==> config.mk <==
export PLATFORM = sky130hd
export DESIGN_NAME = jtag_master
export DESIGN_NICKNAME = d
export VERILOG_FILES = /design/src/rtl/jtag_master.sv
export SDC_FILE = /design/constraint.sdc
export NUM_CORES = 1
export LEC_CHECK = 0
export BUFFER_PORTS_ARGS = -buffer_cell sky130_fd_sc_hd__buf_2
export CAP_MARGIN = 20
export CORE_MARGIN = 5
export CORE_UTILIZATION = 53
export DETAILED_ROUTE_END_ITERATION = 8
export PLACE_DENSITY = 0.72
export SKIP_CTS_REPAIR_TIMING = 1
export SLEW_MARGIN = 15
export SYNTH_ARGS = -nofsm -noshare
export SYNTH_HDL_FRONTEND = slang
export SYNTH_SLANG_ARGS = --single-unit
==> constraint.sdc <==
create_clock -name CLK -period 7 [get_ports CLK]
set_input_delay 1.4 -clock CLK [delete_from_list [all_inputs] [get_ports CLK]]
set_output_delay 1.4 -clock CLK [all_outputs]
set_load 0.02 [all_outputs]
==> src/rtl/jtag_master.sv <==
`default_nettype none
// ============================================================================
// Module      : jtag_master
// Description : Command-driven JTAG TAP master. Turns reset / shift-IR /
//               shift-DR / idle commands into TMS walks and LSB-first TDI
//               streams, captures TDO and returns it as a response.
// Revision    : 1.0 - initial release
// ============================================================================
module jtag_master #(
    parameter int IR_LEN  = 4,
    parameter int DR_MAX  = 16,
    parameter int CLK_DIV = 4
) (
    input  logic              CLK,
    input  logic              RST_N,
    input  logic              cmd_valid,
    output logic              cmd_ready,
    input  logic [1:0]        cmd_op,
    input  logic [4:0]        cmd_len,
    input  logic [DR_MAX-1:0] cmd_data,
    output logic              rsp_valid,
    output logic [DR_MAX-1:0] rsp_data,
    output logic              rsp_err,
    output logic              TCK,
    output logic              TMS,
    output logic              TDI,
    input  logic              TDO
);

    localparam int            IW       = (DR_MAX > 1) ? $clog2(DR_MAX) : 1;
    localparam int            DW       = (CLK_DIV > 1) ? $clog2(CLK_DIV) : 1;
    localparam logic [DW-1:0] DIV_LAST = DW'(CLK_DIV - 1);
    localparam logic [4:0]    LEN_MAX  = 5'(DR_MAX);
    localparam logic [7:0]    IRL      = 8'(IR_LEN);

    localparam logic [1:0] OP_RESET = 2'b00;
    localparam logic [1:0] OP_IR    = 2'b01;
    localparam logic [1:0] OP_DR    = 2'b10;

    typedef enum logic [1:0] {
        IDLE   = 2'd0,
        PREFIX = 2'd1,
        RUN    = 2'd2,
        DONE   = 2'd3
    } state_t;

    typedef struct packed {
        logic          tms;
        logic          shift;
        logic [IW-1:0] sidx;
    } tick_t;

    // Number of TCK ticks in one phase (the unsynced prefix is its own phase).
    function automatic logic [7:0] tick_count(input logic in_prefix, input logic [1:0] op,
                                              input logic [4:0] len);
        logic [7:0] n;
        if (in_prefix || op == OP_RESET) n = 8'd6;
        else if (op == OP_IR)            n = IRL + 8'd6;
        else if (op == OP_DR)            n = {3'b000, len} + 8'd5;
        else                             n = {3'b000, len};
        return n;
    endfunction

    // TMS value and shift position of tick j within a phase.
    function automatic tick_t tick_info(input logic in_prefix, input logic [1:0] op,
                                        input logic [4:0] len, input logic [7:0] j);
        tick_t      t;
        logic [7:0] l8;
        logic [7:0] s;
        t  = '0;
        s  = 8'd0;
        l8 = {3'b000, len};
        if (in_prefix || op == OP_RESET) begin
            t.tms = (j < 8'd5);
        end else if (op == OP_IR) begin
            if (j < 8'd2)             t.tms = 1'b1;
            else if (j < 8'd4)        t.tms = 1'b0;
            else if (j < 8'd4 + IRL) begin
                t.shift = 1'b1;
                t.tms   = (j == 8'd3 + IRL);
                s       = j - 8'd4;
            end else                  t.tms = (j == 8'd4 + IRL);
        end else if (op == OP_DR) begin
            if (j == 8'd0)            t.tms = 1'b1;
            else if (j < 8'd3)        t.tms = 1'b0;
            else if (j < 8'd3 + l8) begin
                t.shift = 1'b1;
                t.tms   = (j == 8'd2 + l8);
                s       = j - 8'd3;
            end else                  t.tms = (j == 8'd3 + l8);
        end
        t.sidx = s[IW-1:0];
        return t;
    endfunction

    state_t            state;
    logic [1:0]        op_q;
    logic [4:0]        len_q;
    logic [DR_MAX-1:0] data_q;
    logic [DR_MAX-1:0] cap;
    logic [7:0]        tick;
    logic [DW-1:0]     div;
    logic              starting;
    logic              synced;

    tick_t      cur;
    tick_t      nxt;
    logic       cur_last;
    logic       nxt_prefix;
    logic [7:0] nxt_tick;
    logic       cur_tdi;
    logic       nxt_tdi;
    logic       len_bad;

    always_comb begin
        cur_last   = (tick == tick_count(state == PREFIX, op_q, len_q) - 8'd1);
        nxt_prefix = (state == PREFIX) && !cur_last;
        nxt_tick   = cur_last ? 8'd0 : tick + 8'd1;
        cur        = tick_info(state == PREFIX, op_q, len_q, tick);
        nxt        = tick_info(nxt_prefix, op_q, len_q, nxt_tick);
        cur_tdi    = cur.shift & data_q[cur.sidx];
        nxt_tdi    = nxt.shift & data_q[nxt.sidx];
        len_bad    = cmd_op[1] && ((cmd_len == 5'd0) || (cmd_len > LEN_MAX));
    end

    always_ff @(posedge CLK or negedge RST_N) begin
        if (!RST_N) begin
            state     <= IDLE;
            op_q      <= 2'b00;
            len_q     <= 5'd0;
            data_q    <= '0;
            cap       <= '0;
            tick      <= 8'd0;
            div       <= '0;
            starting  <= 1'b0;
            synced    <= 1'b0;
            cmd_ready <= 1'b1;
            rsp_valid <= 1'b0;
            rsp_data  <= '0;
            rsp_err   <= 1'b0;
            TCK       <= 1'b0;
            TMS       <= 1'b1;
            TDI       <= 1'b0;
        end else begin
            rsp_valid <= 1'b0;
            case (state)
                IDLE, DONE: begin
                    state <= IDLE;
                    if (cmd_valid && cmd_ready) begin
                        op_q   <= cmd_op;
                        len_q  <= cmd_len;
                        data_q <= cmd_data;
                        cap    <= '0;
                        tick   <= 8'd0;
                        div    <= '0;
                        if (len_bad) begin
                            // Rejected without touching the TAP; ready never drops.
                            rsp_valid <= 1'b1;
                            rsp_err   <= 1'b1;
                            rsp_data  <= '0;
                            state     <= DONE;
                        end else begin
                            cmd_ready <= 1'b0;
                            starting  <= 1'b1;
                            state     <= (!synced && cmd_op != OP_RESET) ? PREFIX : RUN;
                        end
                    end
                end
                default: begin
                    if (starting) begin
                        starting <= 1'b0;
                        TMS      <= cur.tms;
                        TDI      <= cur_tdi;
                    end else if (div != DIV_LAST) begin
                        div <= div + 1'b1;
                    end else begin
                        div <= '0;
                        if (!TCK) begin
                            TCK <= 1'b1;
                            if (cur.shift) cap[cur.sidx] <= TDO;
                        end else begin
                            TCK <= 1'b0;
                            if (!cur_last || state == PREFIX) begin
                                tick <= nxt_tick;
                                TMS  <= nxt.tms;
                                TDI  <= nxt_tdi;
                                if (cur_last) begin
                                    state  <= RUN;
                                    synced <= 1'b1;
                                end
                            end else begin
                                if (op_q == OP_RESET) synced <= 1'b1;
                                rsp_valid <= 1'b1;
                                rsp_err   <= 1'b0;
                                rsp_data  <= cap;
                                cmd_ready <= 1'b1;
                                state     <= DONE;
                            end
                        end
                    end
                end
            endcase
        end
    end

endmodule
`default_nettype wire

# Word level (Yosys, flattened, before mapping)
# Index checks and enable logic that the tools add are counted.
# totals
regBits	75
latch_bits	0
ramBits	0
romBits	0
input_bits	27
mem_count	0
# classes
addsub	10
n_mul	0
div_mod_pow	0
n_lt_le_gt_ge	16
n_eq_ne	24
shift	0
n_mux	129
n_bitwise	5
n_reduce_logical	35
# ops
operator	count
two-way mux 16 bit	13
two-way mux 4 bit	18
two-way mux 1 bit	67
two-way mux 8 bit	8
two-way mux 2 bit	17
== test 8 x 6 -> 1 bit	4
< comparator 8 x 2 -> 1 bit, second input constant	4
< comparator 8 x 3 -> 1 bit, second input constant	4
AND reduction 6 bit	3
bitwise mux 16 bit	1
== test 8 x 3 -> 1 bit, second input constant	2
== test 8 x 4 -> 1 bit, second input constant	2
zero test 8 bit	2
< comparator 8 x 4 -> 1 bit, second input constant	2
< comparator 8 x 6 -> 1 bit	2
nonzero test 2 bit	7
adder 2 x 5 -> 6 bit, first input constant	2
two-way mux 6 bit	2
!= test 2 bit, second input constant	6
< comparator 4 x 5 -> 1 bit, second input constant	2
AND reduction 5 bit	2
adder 8 x 1 -> 8 bit, second input constant	1
binary-select mux 1 bit (select 4 bit)	2
== test 8 bit	1
23 further kinds	45

# Logic depth before layout (Yosys ltp)
# Gate-level depths: netlist (run 1).
# depth
ltp_word	21
depth_mapped	28

# Worst setup path after synthesis (run 1)
# No wires, ideal clock.
# synth_path
kind	register to register
startpoint	register len_q[0]
endpoint	register TDI
arrival_time_ns	5.141
required_ns	6.876
path_slack_ns	1.736
stages_incl_launch_ff	29
period_less_slack_ns	5.264
cell_sequence	dfrtp_1 -> buf_2 -> inv_1 -> ha_1 -> mux2i_1 -> nand2_1 -> inv_2 -> ha_1 -> inv_1 -> a311oi_2 -> a21oi_1 -> o21a_1 -> o32a_2 -> o21ai_4 -> buf_2 -> nand2_1 -> inv_1 -> ha_1 -> nand3_1 -> nand2b_1 -> or3_1 -> inv_1 -> a211oi_4 -> o211ai_4 -> o22ai_4 -> mux4_2 -> and4bb_1 -> nand3b_1 -> o21bai_1
# synth_between
elab_chain_len	21
# synth_lines
item	line	text
from (decl)	98	logic [4:0] len_q;
from (signal assigned)	151	len_q <= cmd_len;
adder 5 x 3 -> 6 bit	59	else if (op == OP_DR) n = {3'b000, len} + 8'd5;
two-way mux 6 bit	59	
two-way mux 6 bit	58	else if (op == OP_IR) n = IRL + 8'd6;
two-way mux 8 bit	57	if (in_prefix || op == OP_RESET) n = 8'd6;
subtractor 8 x 1 -> 8 bit	116	cur_last = (tick == tick_count(state == PREFIX, op_q, len_q) - 8'd1);
== test 8 bit	116	
two-way mux 8 bit	118	nxt_tick = cur_last ? 8'd0 : tick + 8'd1;
< comparator 8 x 6 -> 1 bit or subtractor 4 x 2 -> 4 bit (tied branches)	86, 89	
[... 5 more ...]	-	
two-way mux 4 bit	73	if (in_prefix || op == OP_RESET) begin
binary-select mux 1 bit (select 4 bit)	122	nxt_tdi = nxt.shift & data_q[nxt.sidx];
two-way mux 1 bit (not written as such)	122	
bitwise AND 1 bit	122	
two-way mux 1 bit	183	if (!cur_last || state == PREFIX) begin
two-way mux 1 bit	178	if (!TCK) begin
two-way mux 1 bit	174	end else if (div != DIV_LAST) begin
two-way mux 1 bit	170	if (starting) begin
to (signal assigned)	173	TDI <= cur_tdi;
to (signal assigned)	186	TDI <= nxt_tdi;
to (decl)	26	output logic TDI,
# Parallel ways exist; a longest one is shown, timed or not. The select of a mux whose other input is x is not followed.
# A chain may end at the register's enable or synchronous reset.

# Worst setup path in the final report (run 1)
# layout_path
startpoint	register len_q[1]
endpoint	register TDI
# Same word-level chain as after synthesis.

==> results.json, run 1 <==
{
  "dr.first_iter.drc_count": 540,
  "hold_path_class": "reg -> reg",
  "drc": 0,
  "fin_nets": 716,
  "fin_crit_ns": 5.93,
  "yosysMostFrequentCell": "dfrtp_1",
  "cpPeakStageDelay_ns": 0.55,
  "place.gp.congestion": 1.01,
  "cts-root-buf": "clkbuf_8",
  "clock.fmax_mhz": 169,
  "slew_headroom_pct": 30.0,
  "yosysSeqAreaShare_pct": 33.4,
  "yosysWarningCount": 0,
  "setup_ws_ns": 1.07,
  "synth_top_flop_cell": "dfrtp_1",
  "cts_buffer_depth": 2,
  "drtAntennaViolNets": 0,
  "cp.arrival_ns": 6.21,
  "die_y_microns": 113,
  "htree_levels": 3,
  "dr.pass1.iters": 6,
  "hold_viol": 0,
  "power.leakage_nw": 2.71,
  "finalSetupTns_ns": 0,
  "fin_crit_sh_pct": 84.7,
  "crit_required_ns": 7.28,
  "routed-via-count": 5133,
  "max_cap_viol_count": 0,
  "finalClockSkew_ns": 0.0291,
  "grtUsageTotal_pct": 25.6,
  "start_util_pct": 54.5,
  "ys_top_cells_by_count": "dfrtp_1, o21ai_0, nand2_1, a21oi_1, nor2_1",
  "synth_area_leaders": "dfrtp_1, ha_1, o21ai_0",
  "wl_per_cell_microns": 20.3,
  "clock-sinks": 75,
  "syn_area_sq_um": 5630,
  "synth-edff-count": 0,
  "setup_violations": 0,
  "synth_seq_cells": 75,
  "worst_pin_slew_ns": 1.05,
  "critPathSlowestCell": "mux4_2",
  "die-width_microns": 113,
  "cts_buffers": 9,
  "drive_gt1_share_pct": 18.3,
  "fin_util_pct": 59.8,
  "grt_max_degree": 76,
  "antenna_cells": 0,
  "grt_first_pass_wirelength_mm": 26.2,
  "synth_cells": 632,
  "worstSetupStartpointType": "flop",
  "insertion_delay_ns": 0.39,
  "synth_largest_area_cell": "dfrtp_1",
  "die_area_sq_um": 12800,
  "end_kind": "flop",
  "ys_types": 88,
  "vias_per_cell": 6.41,
  "num_rows": 37,
  "syn_to_final_growth_pct": 9.70,
  "crit_fanout": 12,
  "hpwl_mm": 12.2,
  "fillers": 930,
  "gr-total-overflow": 0,
  "powerDensity_nw_per_um2": 136,
  "cts.clk_slew.worst_paths_ns": 0.11,
  "synth_top_area_share_pct": 32.5,
  "finalMaxSlewViolations": 0,
  "synthArstFlopShare_pct": 100,
  "io_buffers": 48,
  "rsz0062_at_grt": "false",
  "routed_wl_mm": 16.2,
  "antenna_found_initial": 0,
  "syn_area_per_cell_sq_um": 8.90,
  "place_ws_ns": 1.17,
  "io_pins": 49,
  "critPathKind": "reg -> reg",
  "cts_tree": "yes",
  "ir_drop_v": 0.000119,
  "core-area_sq_um": 10300,
  "grt_pass1_vias": 4984,
  "status": "completed",
  "syn-num-nets": 688
}
-- worst max-delay path, delay by kind of cell, from the launching register on --
kind / cells / cell delay (ns)
adders and majority gates: 3 / 0.84
AOI/OAI and AO/OA: 9 / 2.04
and+or+nand+nor: 7 / 1.10
muxes: 2 / 0.72
buffers and inverters: 5 / 0.57
DFF: 1 / 0.53
-- path summary, 6_finish.rpt --
path                              from  cells past startpoint          end  slack (ns)
min in group asynchronous        RST_N                      1      tick[7]        1.13
max reg2reg                   len_q[1]                     26          TDI        1.07
min                        rsp_data[9]                      1  rsp_data[9]        0.50
max                           len_q[1]                     26          TDI        1.07
min reg2reg                rsp_data[9]                      1  rsp_data[9]        0.50
max in group asynchronous        RST_N                      1   data_q[12]        5.21
-- sequential cells by signal, summed over array words and instances, names as in the netlist --
name / cells
TCK: 1
TDI: 1
TMS: 1
cap: 16
cmd_ready: 1
data_q: 16
div: 2
len_q: 5
op_q: 2
rsp_data: 16
rsp_err: 1
rsp_valid: 1
starting: 1
state: 2
synced: 1
tick: 8
-- where the power goes --
part           leakage [nW]  total (W)  internal (W)  switching (W)
registers              1.02   0.000433      0.000433              0
logic                  1.59  0.0000201    0.00000665      0.0000134
clock network         0.108   0.000389      0.000204       0.000185
-- area by class of cell --
class | count | area (sq um) | share of cell area, %
multi-input cells | 486 | 3460 | 56.1
flip-flops and latches | 75 | 1880 | 30.4
repair buffers | 57 | 318 | 5.15
well taps | 136 | 170 | 2.76
clock buffers | 9 | 124 | 2.01
inverters | 31 | 116 | 1.89
clock inverters | 7 | 100 | 1.62
-- metal layers --
metal  vias to the layer above  track usage (%)  part of all wire [%]  wire [microns]
li1                       2380                -                     -               -
met1                      2442             35.4                    43            6920
met2                       260             39.3                    45            7350
met3                        51             5.19                   8.1            1310
met4                         0             10.8                   4.0             649
met5                         -                0                     0               0
-- cell families after synthesis --
kind of cell | after synthesis | synth area share (%)
compound gates | 201 | 25.1
buf+inv | 71 | 5.03
fa+ha+maj | 30 | 6.63
xor+xnor | 31 | 4.83
flops | 75 | 33.4
mux | 36 | 7.18
simple gates | 188 | 17.9
-- metrics by stage --
| stage | total power [W] | cells | instance area, sq um | hold slack [ns] |
|---|---|---|---|---|
| final | 0.000842 | 801 | 6170 | 0.498 |
| after global routing | 0.000872 | 801 | 6170 | 0.514 |
| after CTS | 0.000847 | 800 | 6160 | 0.504 |
| after detailed placement | 0.000462 | 784 | 5930 | 0.478 |
| after global placement | 0.000462 | 783 | 5930 | 0.480 |
| after floorplan | 0.000445 | 632 | 5630 | 0.467 |
-- layout by cell type, fill, tap and decap left out, drive strengths merged, types with 6 or more instances in the layout --
cell type  Yosys  layout
nor3          15      15
nor4           6       6
mux2          25      25
inv           30      32
xor2          13      13
nor2b          9       9
and2           7       7
nand3         20      20
and3           6       6
o21a           9       9
a211oi         8       8
nand2         52      52
buf           13      57
dfrtp         73      73
o31ai          7       7
o21ai         59      59
clkbuf        27       9
ha            29      29
nand2b         7       7
a22o          16      16
xnor2         18      18
a21oi         40      40
nand4          7       7
nor2          37      37
mux2i         10      10
o22ai          6       6
(Power assumes the default switching activity.)
==> run 2: changes to the inputs <==
--- a/config.mk
+++ b/config.mk
@@ -5,12 +5,13 @@
 export SDC_FILE = /design/constraint.sdc
 export NUM_CORES = 1
 export LEC_CHECK = 0
+export ABC_AREA = 1
 export BUFFER_PORTS_ARGS = -buffer_cell sky130_fd_sc_hd__buf_2
 export CAP_MARGIN = 20
 export CORE_MARGIN = 5
 export CORE_UTILIZATION = 53
 export DETAILED_ROUTE_END_ITERATION = 8
-export PLACE_DENSITY = 0.72
+export PLACE_DENSITY = 0.75
 export SKIP_CTS_REPAIR_TIMING = 1
 export SLEW_MARGIN = 15
 export SYNTH_ARGS = -nofsm -noshare
==> constraint.sdc (replaced) <==
create_clock -name CLK -period 4.8 [get_ports CLK]
set_input_delay 0.96 -clock CLK [delete_from_list [all_inputs] [get_ports CLK]]
set_output_delay 0.96 -clock CLK [all_outputs]
set_load 0.02 [all_outputs]
==> results.json, run 2 <==
{
  "die_y_microns": 112,
  "grtUsageMet1_pct": 32.8,
  "vias_per_cell": 5.70,
  "rsz0062_at_grt": "false",
  "fin_nets": 849,
  "stdcell_area_sq_um": 6080,
  "use_met2_pct": 40.9,
  "end_kind": "flop",
  "seqCellArea_sq_um": 1880,
  "critPathSlowestCell": "dfrtp_1",
  "antenna_cells": 0,
  "die_area_sq_um": 12500,
  "clock.fmax_mhz": 230,
  "grt_pass1_vias": 5264,
  "gr-usage-met3_pct": 4.35,
  "synth_seq_cells": 75,
  "cts-root-buf": "clkbuf_8",
  "cpPeakStageDelay_ns": 0.46,
  "grt_first_pass_wirelength_mm": 25.4,
  "synth_area_leaders": "dfrtp_1, nand2_1, ha_1",
  "worstSetupStartpointType": "flop",
  "finalMaxSlewViolations": 0,
  "slew_headroom_pct": 55.8,
  "crit_fanout": 14,
  "synth-edff-count": 0,
  "num_rows": 37,
  "post_dp_cell_area_sq_um": 5840,
  "cts_buffers": 9,
  "syn-num-nets": 806,
  "top_regs": "cap: 16 flops, data_q: 16 flops, rsp_data: 16 flops",
  "htree_levels": 3,
  "antenna_found_initial": 0,
  "die-width_microns": 112,
  "wl_per_cell_microns": 16.1,
  "fin_util_pct": 59.7,
  "multi_input_area_sq_um": 3130,
  "ys_types": 49,
  "syn_area_sq_um": 5480,
  "routed_wl_mm": 15.0,
  "worst_pin_slew_ns": 0.661,
  "max_cap_viol_count": 0,
  "grtUsageTotal_pct": 24.6,
  "status": "completed",
  "busiest_layer": "met2",
  "fillers": 981,
  "power.leakage_nw": 3.07,
  "critPathKind": "reg -> reg",
  "clock-sinks": 75,
  "io_buffers": 48,
  "drive_gt1_share_pct": 17.0,
  "layout_common_cells": "nand2_1, inv_1, dfrtp_1",
  "setup_violations": 0,
  "fin_crit_sh_pct": 90.7,
  "start_util_pct": 53.8,
  "hold_viol": 0,
  "hold_path_class": "in -> async",
  "hpwl_mm": 11.1,
  "yosysSeqAreaShare_pct": 34.3,
  "dr.first_iter.drc_count": 477,
  "insertion_delay_ns": 0.37,
  "drtAntennaViolNets": 0,
  "synth_cells": 750,
  "syn_area_per_cell_sq_um": 7.31,
  "dr.pass1.iters": 5,
  "place.gp.congestion": 1.01,
  "mostFrequentLayoutCell": "nand2_1",
  "yosysMostFrequentCell": "nand2_1",
  "cts_buffer_depth": 2,
  "cts.clk_slew.worst_paths_ns": 0.09,
  "synth_top_area_share_pct": 33.3,
  "crit_required_ns": 5.05,
  "syn_to_final_growth_pct": 10.9,
  "cts_tree": "yes",
  "io_pins": 49,
  "gr-total-overflow": 0,
  "drc": 0,
  "synth_largest_area_cell": "dfrtp_1",
  "synthArstFlopShare_pct": 100,
  "powerDensity_nw_per_um2": 645,
  "cp.arrival_ns": 4.60,
  "yosysWarningCount": 0,
  "fin_crit_ns": 4.35,
  "hold_ws_ns": 0.447,
  "synth_top_flop_cell": "dfrtp_1",
  "path_common_cell": "nand2_1",
  "routed-via-count": 5328,
  "ir_drop_v": 0.000339,
  "grt_max_degree": 76,
  "core-area_sq_um": 10200,
  "finalClockSkew_ns": 0.0161,
  "finalSetupTns_ns": 0,
  "ys_top_cells_by_count": "nand2_1, inv_1, dfrtp_1, nand3_1, o21ai_0"
}
## run 2: cell count changes after synthesis, sizes merged, moves of 9 or more
cell,before,now
nand2,52,207
inv,30,94
nand3,20,74
mux2,25,0
nor2,37,59
xnor2,18,3
a21oi,40,28
clkbuf,27,17
mux2i,10,0
nor2b,9,0
o31ai,7,16
## run 2: critical path: cells and delay by family, from the launching register on
kind	cells	cell delay [ns]
xor gates and xnor gates	1	0.15
buffers and inverters	3	0.35
DFF	1	0.46
and+or+nand+nor	20	2.15
AOI/OAI and AO/OA	2	0.21
adders and majority gates	3	0.92
## run 2: layer usage
| metal | share of wire [%] | up-vias |
|---|---|---|
| met2 | 48 | 196 |
| met3 | 7.1 | 27 |
| met1 | 44 | 2545 |
| met4 | 1.7 | 0 |
| li1 | - | 2560 |
| met5 | 0 | - |
## run 2: kinds of logic after synthesis
| logic type | Yosys count | synth area share (%) |
|---|---|---|
| compound gates | 134 | 15.1 |
| flops | 75 | 34.3 |
| xor+xnor | 21 | 3.49 |
| simple gates | 369 | 31.8 |
| fa+ha+maj | 29 | 6.62 |
| buf+inv | 122 | 8.65 |
## run 2: metrics by stage
stage / worst slack, ns / total power (W) / std cells
2_1_floorplan: 0.980 / 0.00277 / 750
3_3_place_gp: 0.722 / 0.00328 / 917
6_report: 0.448 / 0.00392 / 934
5_1_grt: 0.0439 / 0.00426 / 934
4_1_cts: 0.448 / 0.00388 / 933
3_5_place_dp: 0.500 / 0.00334 / 917
## run 2: area by class of cell
class                           instances  area share (%)
Multi-Input combinational cell        553            51.5
Sequential cell                        75            30.9
Inverter                              100            6.26
Timing Repair Buffer                   54            5.06
Tap cell                              136            2.80
Clock buffer                            9            2.04
Clock inverter                          7            1.36
## run 2: report_power, final
group | internal [W] | switching [W] | total, W
Combinational | 0.000769 | 0.00164 | 0.00241
Clock | 0.000249 | 0.000281 | 0.000531
Sequential | 0.000790 | 0.000187 | 0.000976
## run 2: path summary, 6_finish.rpt
| check | start | end | slack, ns | cells past startpoint |
|---|---|---|---|---|
| setup / recovery | len_q[0] | TDI | 0.45 | 29 |
| hold / removal | RST_N | tick[7] | 0.45 | 1 |
| setup reg to reg | len_q[0] | TDI | 0.45 | 29 |
| hold reg to reg | rsp_data[3] | rsp_data[3] | 0.49 | 2 |
| max in group asynchronous | RST_N | TMS | 3.75 | 2 |
| min in group CLK | rsp_data[3] | rsp_data[3] | 0.49 | 2 |
